--- config.mk ---
export PLATFORM = sky130hd
export DESIGN_NAME = uart_rx_fifo
export DESIGN_NICKNAME = d
export VERILOG_FILES = /design/src/rtl/uart_rx_fifo.sv
export SDC_FILE = /design/constraint.sdc
export NUM_CORES = 1
export LEC_CHECK = 0
export ABC_AREA = 1
export CORE_UTILIZATION = 40
export DETAILED_ROUTE_END_ITERATION = 10
export SKIP_LAST_GASP = 1
export SLEW_MARGIN = 5
export SYNTH_ARGS = -nofsm -noshare
export SYNTH_HDL_FRONTEND = slang
export SYNTH_SLANG_ARGS = --single-unit
--- constraint.sdc ---
create_clock -name clk -period 5.15 [get_ports clk]
set_clock_uncertainty 0.2 [all_clocks]
set_input_delay 0.7725 -clock clk [delete_from_list [all_inputs] [get_ports clk]]
set_output_delay 0.7725 -clock clk [all_outputs]
set_load 0.1 [all_outputs]
--- src/rtl/uart_rx_fifo.sv ---
// ============================================================================
// uart_rx_fifo : receive byte FIFO (FWFT) with sticky overrun/break flags
// Revision 1.0
// ============================================================================
`default_nettype none

module uart_rx_fifo #(
  parameter int DEPTH_LOG2 = 4
) (
  input  logic                  clk,
  input  logic                  resetn,
  input  logic                  rx_valid,
  input  logic                  rx_break,
  input  logic [7:0]            rx_data,
  input  logic                  pop,
  input  logic                  flush,
  input  logic                  clr_flags,
  output logic [7:0]            dout,
  output logic                  empty,
  output logic                  full,
  output logic [DEPTH_LOG2:0]   count,
  output logic                  overrun,
  output logic                  break_seen
);

  localparam int                DEPTH    = 1 << DEPTH_LOG2;
  localparam logic [DEPTH_LOG2:0] CNT_FULL = (DEPTH_LOG2+1)'(DEPTH);
  localparam logic [DEPTH_LOG2:0] CNT_ONE  = (DEPTH_LOG2+1)'(1);
  localparam logic [DEPTH_LOG2-1:0] PTR_ONE = DEPTH_LOG2'(1);

  logic [7:0]            mem_q [DEPTH];
  logic [DEPTH_LOG2-1:0] wr_ptr_q, wr_ptr_d;
  logic [DEPTH_LOG2-1:0] rd_ptr_q, rd_ptr_d;
  logic [DEPTH_LOG2:0]   count_q, count_d;
  logic                  rx_valid_q, rx_break_q;
  logic                  overrun_q, overrun_d;
  logic                  break_seen_q, break_seen_d;

  logic push_req, do_push, do_pop, drop, break_set, mem_we;

  // Edge-detect valid so a level-held byte is captured once; a break masks it.
  assign push_req  = rx_valid & ~rx_valid_q & ~rx_break;
  assign break_set = rx_break & ~rx_break_q;
  assign empty     = (count_q == '0);
  assign full      = (count_q == CNT_FULL);
  assign do_pop    = pop & ~empty;
  assign do_push   = push_req & (~full | do_pop);
  assign drop      = push_req & full & ~do_pop;
  assign mem_we    = do_push & ~flush;

  always_comb begin
    wr_ptr_d     = wr_ptr_q;
    rd_ptr_d     = rd_ptr_q;
    count_d      = count_q;
    overrun_d    = overrun_q;
    break_seen_d = break_seen_q;
    if (flush) begin
      wr_ptr_d     = '0;
      rd_ptr_d     = '0;
      count_d      = '0;
      overrun_d    = 1'b0;
      break_seen_d = 1'b0;
    end else begin
      if (do_push) wr_ptr_d = wr_ptr_q + PTR_ONE;
      if (do_pop)  rd_ptr_d = rd_ptr_q + PTR_ONE;
      if (do_push && !do_pop)      count_d = count_q + CNT_ONE;
      else if (do_pop && !do_push) count_d = count_q - CNT_ONE;
      // Set events override a same-cycle clear.
      if (clr_flags) begin
        overrun_d    = 1'b0;
        break_seen_d = 1'b0;
      end
      if (drop)      overrun_d    = 1'b1;
      if (break_set) break_seen_d = 1'b1;
    end
  end

  always_ff @(posedge clk or negedge resetn) begin
    if (!resetn) begin
      wr_ptr_q     <= '0;
      rd_ptr_q     <= '0;
      count_q      <= '0;
      rx_valid_q   <= 1'b0;
      rx_break_q   <= 1'b0;
      overrun_q    <= 1'b0;
      break_seen_q <= 1'b0;
    end else begin
      wr_ptr_q     <= wr_ptr_d;
      rd_ptr_q     <= rd_ptr_d;
      count_q      <= count_d;
      rx_valid_q   <= rx_valid;
      rx_break_q   <= rx_break;
      overrun_q    <= overrun_d;
      break_seen_q <= break_seen_d;
    end
  end

  always_ff @(posedge clk) begin
    if (mem_we) mem_q[wr_ptr_q] <= rx_data;
  end

  assign dout       = empty ? 8'h00 : mem_q[rd_ptr_q];
  assign count      = count_q;
  assign overrun    = overrun_q;
  assign break_seen = break_seen_q;

endmodule

`default_nettype wire

==> metrics.txt <==
status completed; Yosys warning count 0; Worst Setup Path Type reg2out; maximum clock frequency 266 MHz; CP startpoint kind register; CTS tree yes; largest cells by area after synthesis edfxtp_1 61%, nand2_1 11%, nand3_1 9.3%; largest net degree at the start of global routing 67; Worst Path Buf+Inv 4; synthesized net count 590; antenna viol nets, final 0; max-slew violation total from the final report 0; reg2reg path depth 13; synth unique cells 27; post-CTS sizing 0; top_reg_cell synth edfxtp_1; top cells by count, synth 191 x nand2_1, 128 x edfxtp_1, 117 x nand3_1; final WL 14000 um; RSZ-0062 raised after global routing no; Post-synth EDFFs 128; post-synth top area cell edfxtp_1; total of max-cap violations 0; sequential element share of the synthesized area 0.680; Rel. slew slack 0.349; Slew @ Worst Pin 0.973 ns; post-route insts no fill 819; grt ovf 0; FP Rows 45; Clk Latency, worst-skew pair 0.42 ns; CTS Buffer Depth 2; Placed Cells 787; first-pass GRT wire length 22100 um; Synth Register Bits 145; Die Wd 127 um; Mean Syn Cell Area 11.1 sq um; RR Startpoint count[0]; setup violators final 0; Syn Std Cell Area 0.00627 sq mm; Post-synth ARST share 0.117; critical path data arrival time 2.79 ns; Leak 2.72 nW; DR iter-0 viols 361; drt pass-1 iters 5; DRC errors left 0; Area growth syn-to-layout 16.3%; Via Count 4184; die height 127 um; critical path's top delay family buffers and inverters; R2R Path End count[4]; number of global-route vias before repair 4106; cts bufs inserted 17; Pwr Density 576 mW/mm^2; hpwl dp 8830 um; crit path max-delay cell type buf_4; CTS clk-pin slew, worst paths 0.06 ns; Hold Slack 0.300 ns; I/O Pins 32; CP max FO 35; crit path time final 3.76 ns; placed cell areas 0.00672 sq mm; Inserted Diodes 0; DR vias/cell 5.11; cell count after synthesis 565; GPL Wtd Cong 0.831; largest stage delay on the critical path 0.36 ns; launch point of the worst path rd_ptr_q[1]; Min-Delay Path Class reg2reg; # hold bufs at CTS 0; final hold violations 0; die area 0.0162 sq mm; NumNets Final 620; top-area cell type share of the netlist area 0.613; most numerous cell in the Yosys netlist nand2_1; port bufs 31; Root Buffer clkbuf_16; R2R Setup Slk 2.74 ns; fin crit share 0.730; Routed WL per cell 17.1 um; H-tree levels 4; total clock sinks 145; critical path cell sequence buf_4, inv_1, buf_4, nand3_1, nand3_1, nand2_1, nand2_1, a21oi_1, buf_4; Crit path required time 4.18 ns; most used cell, CP buf_4; Setup TNS 0 ns; cell depth of the worst setup path 9; Starting Density 0.411; initial antenna violation count 0; Post CTS Setup Buffer Count 0; GRT Overall Usage 0.187; CP endpoint dout[2]; core area 0.0153 sq mm; share of cells above drive strength 1 0.100; Finished Cell Area 0.00730 sq mm; CP endpoint kind output port; Peak VDD IR 0.000374 V
==> worst min path at each step <==
stage,startpoint,endpoint,cells past startpoint
after CTS,rx_break_q,break_seen,3
after detailed placement,rx_break_q,break_seen,3
final,rx_break_q,break_seen,3
after global placement,rx_break_q,break_seen,3
after floorplan,rx_break_q,break_seen,3
after global routing,rx_break_q,break_seen,3
==> cells by family (layout without fill, tap and decap cells) <==
family / after synthesis / in the layout / share of synthesized area
DFF: 145 / 145 / 0.680
xor gates and xnor gates: 4 / 4 / 0.00558
AOI/OAI and AO/OA: 20 / 20 / 0.0178
buffers and inverters: 47 / 90 / 0.0379
adders and majority gates: 10 / 10 / 0.0211
and+or+nand+nor: 339 / 339 / 0.237
==> cell type report <==
type | instances | area (sq um)
Timing Repair Buffer | 37 | 335
Sequential cell | 145 | 4270
Clock buffer | 17 | 425
Clock inverter | 15 | 158
Multi-Input combinational cell | 373 | 1770
Fill cell | 1402 | 7960
Inverter | 21 | 78.8
Tap cell | 211 | 264
==> layout by cell type, fill, tap and decap left out, types with 5 or more instances in the layout <==
cell             count
inv_1               15
clkbuf_16           17
clkinvlp_4           5
o21ai_0              6
ha_1                 9
clkdlybuf4s50_1     23
a21oi_1             12
dfrtp_1             16
edfxtp_1           128
nand3_1            117
nand2_1            191
buf_4               14
nor2_1              19
==> registers in the layout, indices dropped and copies added, names as in the netlist <==
register    count
mem_q         128
count           5
rd_ptr_q        4
wr_ptr_q        4
break_seen      1
overrun         1
rx_break_q      1
rx_valid_q      1
==> per-layer routing <==
metal  part of all wire  vias up  track usage
li1                   -     2007            -
met4              0.017        0       0.0623
met1               0.43     2019        0.240
met5                  0        -            0
met2               0.48      137        0.303
met3              0.066       21       0.0565
==> power by group <==
group / total (W) / switching (W) / internal (W)
Sequential: 0.00134 / 0.0000348 / 0.00131
Clock: 0.00120 / 0.000487 / 0.000717
Combinational: 0.00165 / 0.00128 / 0.000375
==> per-stage QoR <==
step | utilization | setup WS [ns] | power, W
2_1_floorplan | - | 0.387 | 0.00267
3_3_place_gp | 0.440 | 1.92 | 0.00301
3_5_place_dp | 0.440 | 1.88 | 0.00302
4_1_cts | 0.478 | 1.39 | 0.00423
5_1_grt | 0.478 | 1.23 | 0.00441
6_report | 0.478 | 1.39 | 0.00420
==> worst min-delay path: cells and delay by family (launching register included) <==
family / cells / cell delay, ns
AOI/OAI and AO/OA: 1 / 0.05
buffers and inverters: 1 / 0.04
DFF: 1 / 0.32
and+or+nand+nor: 1 / 0.05
(Power assumes the default switching activity.)
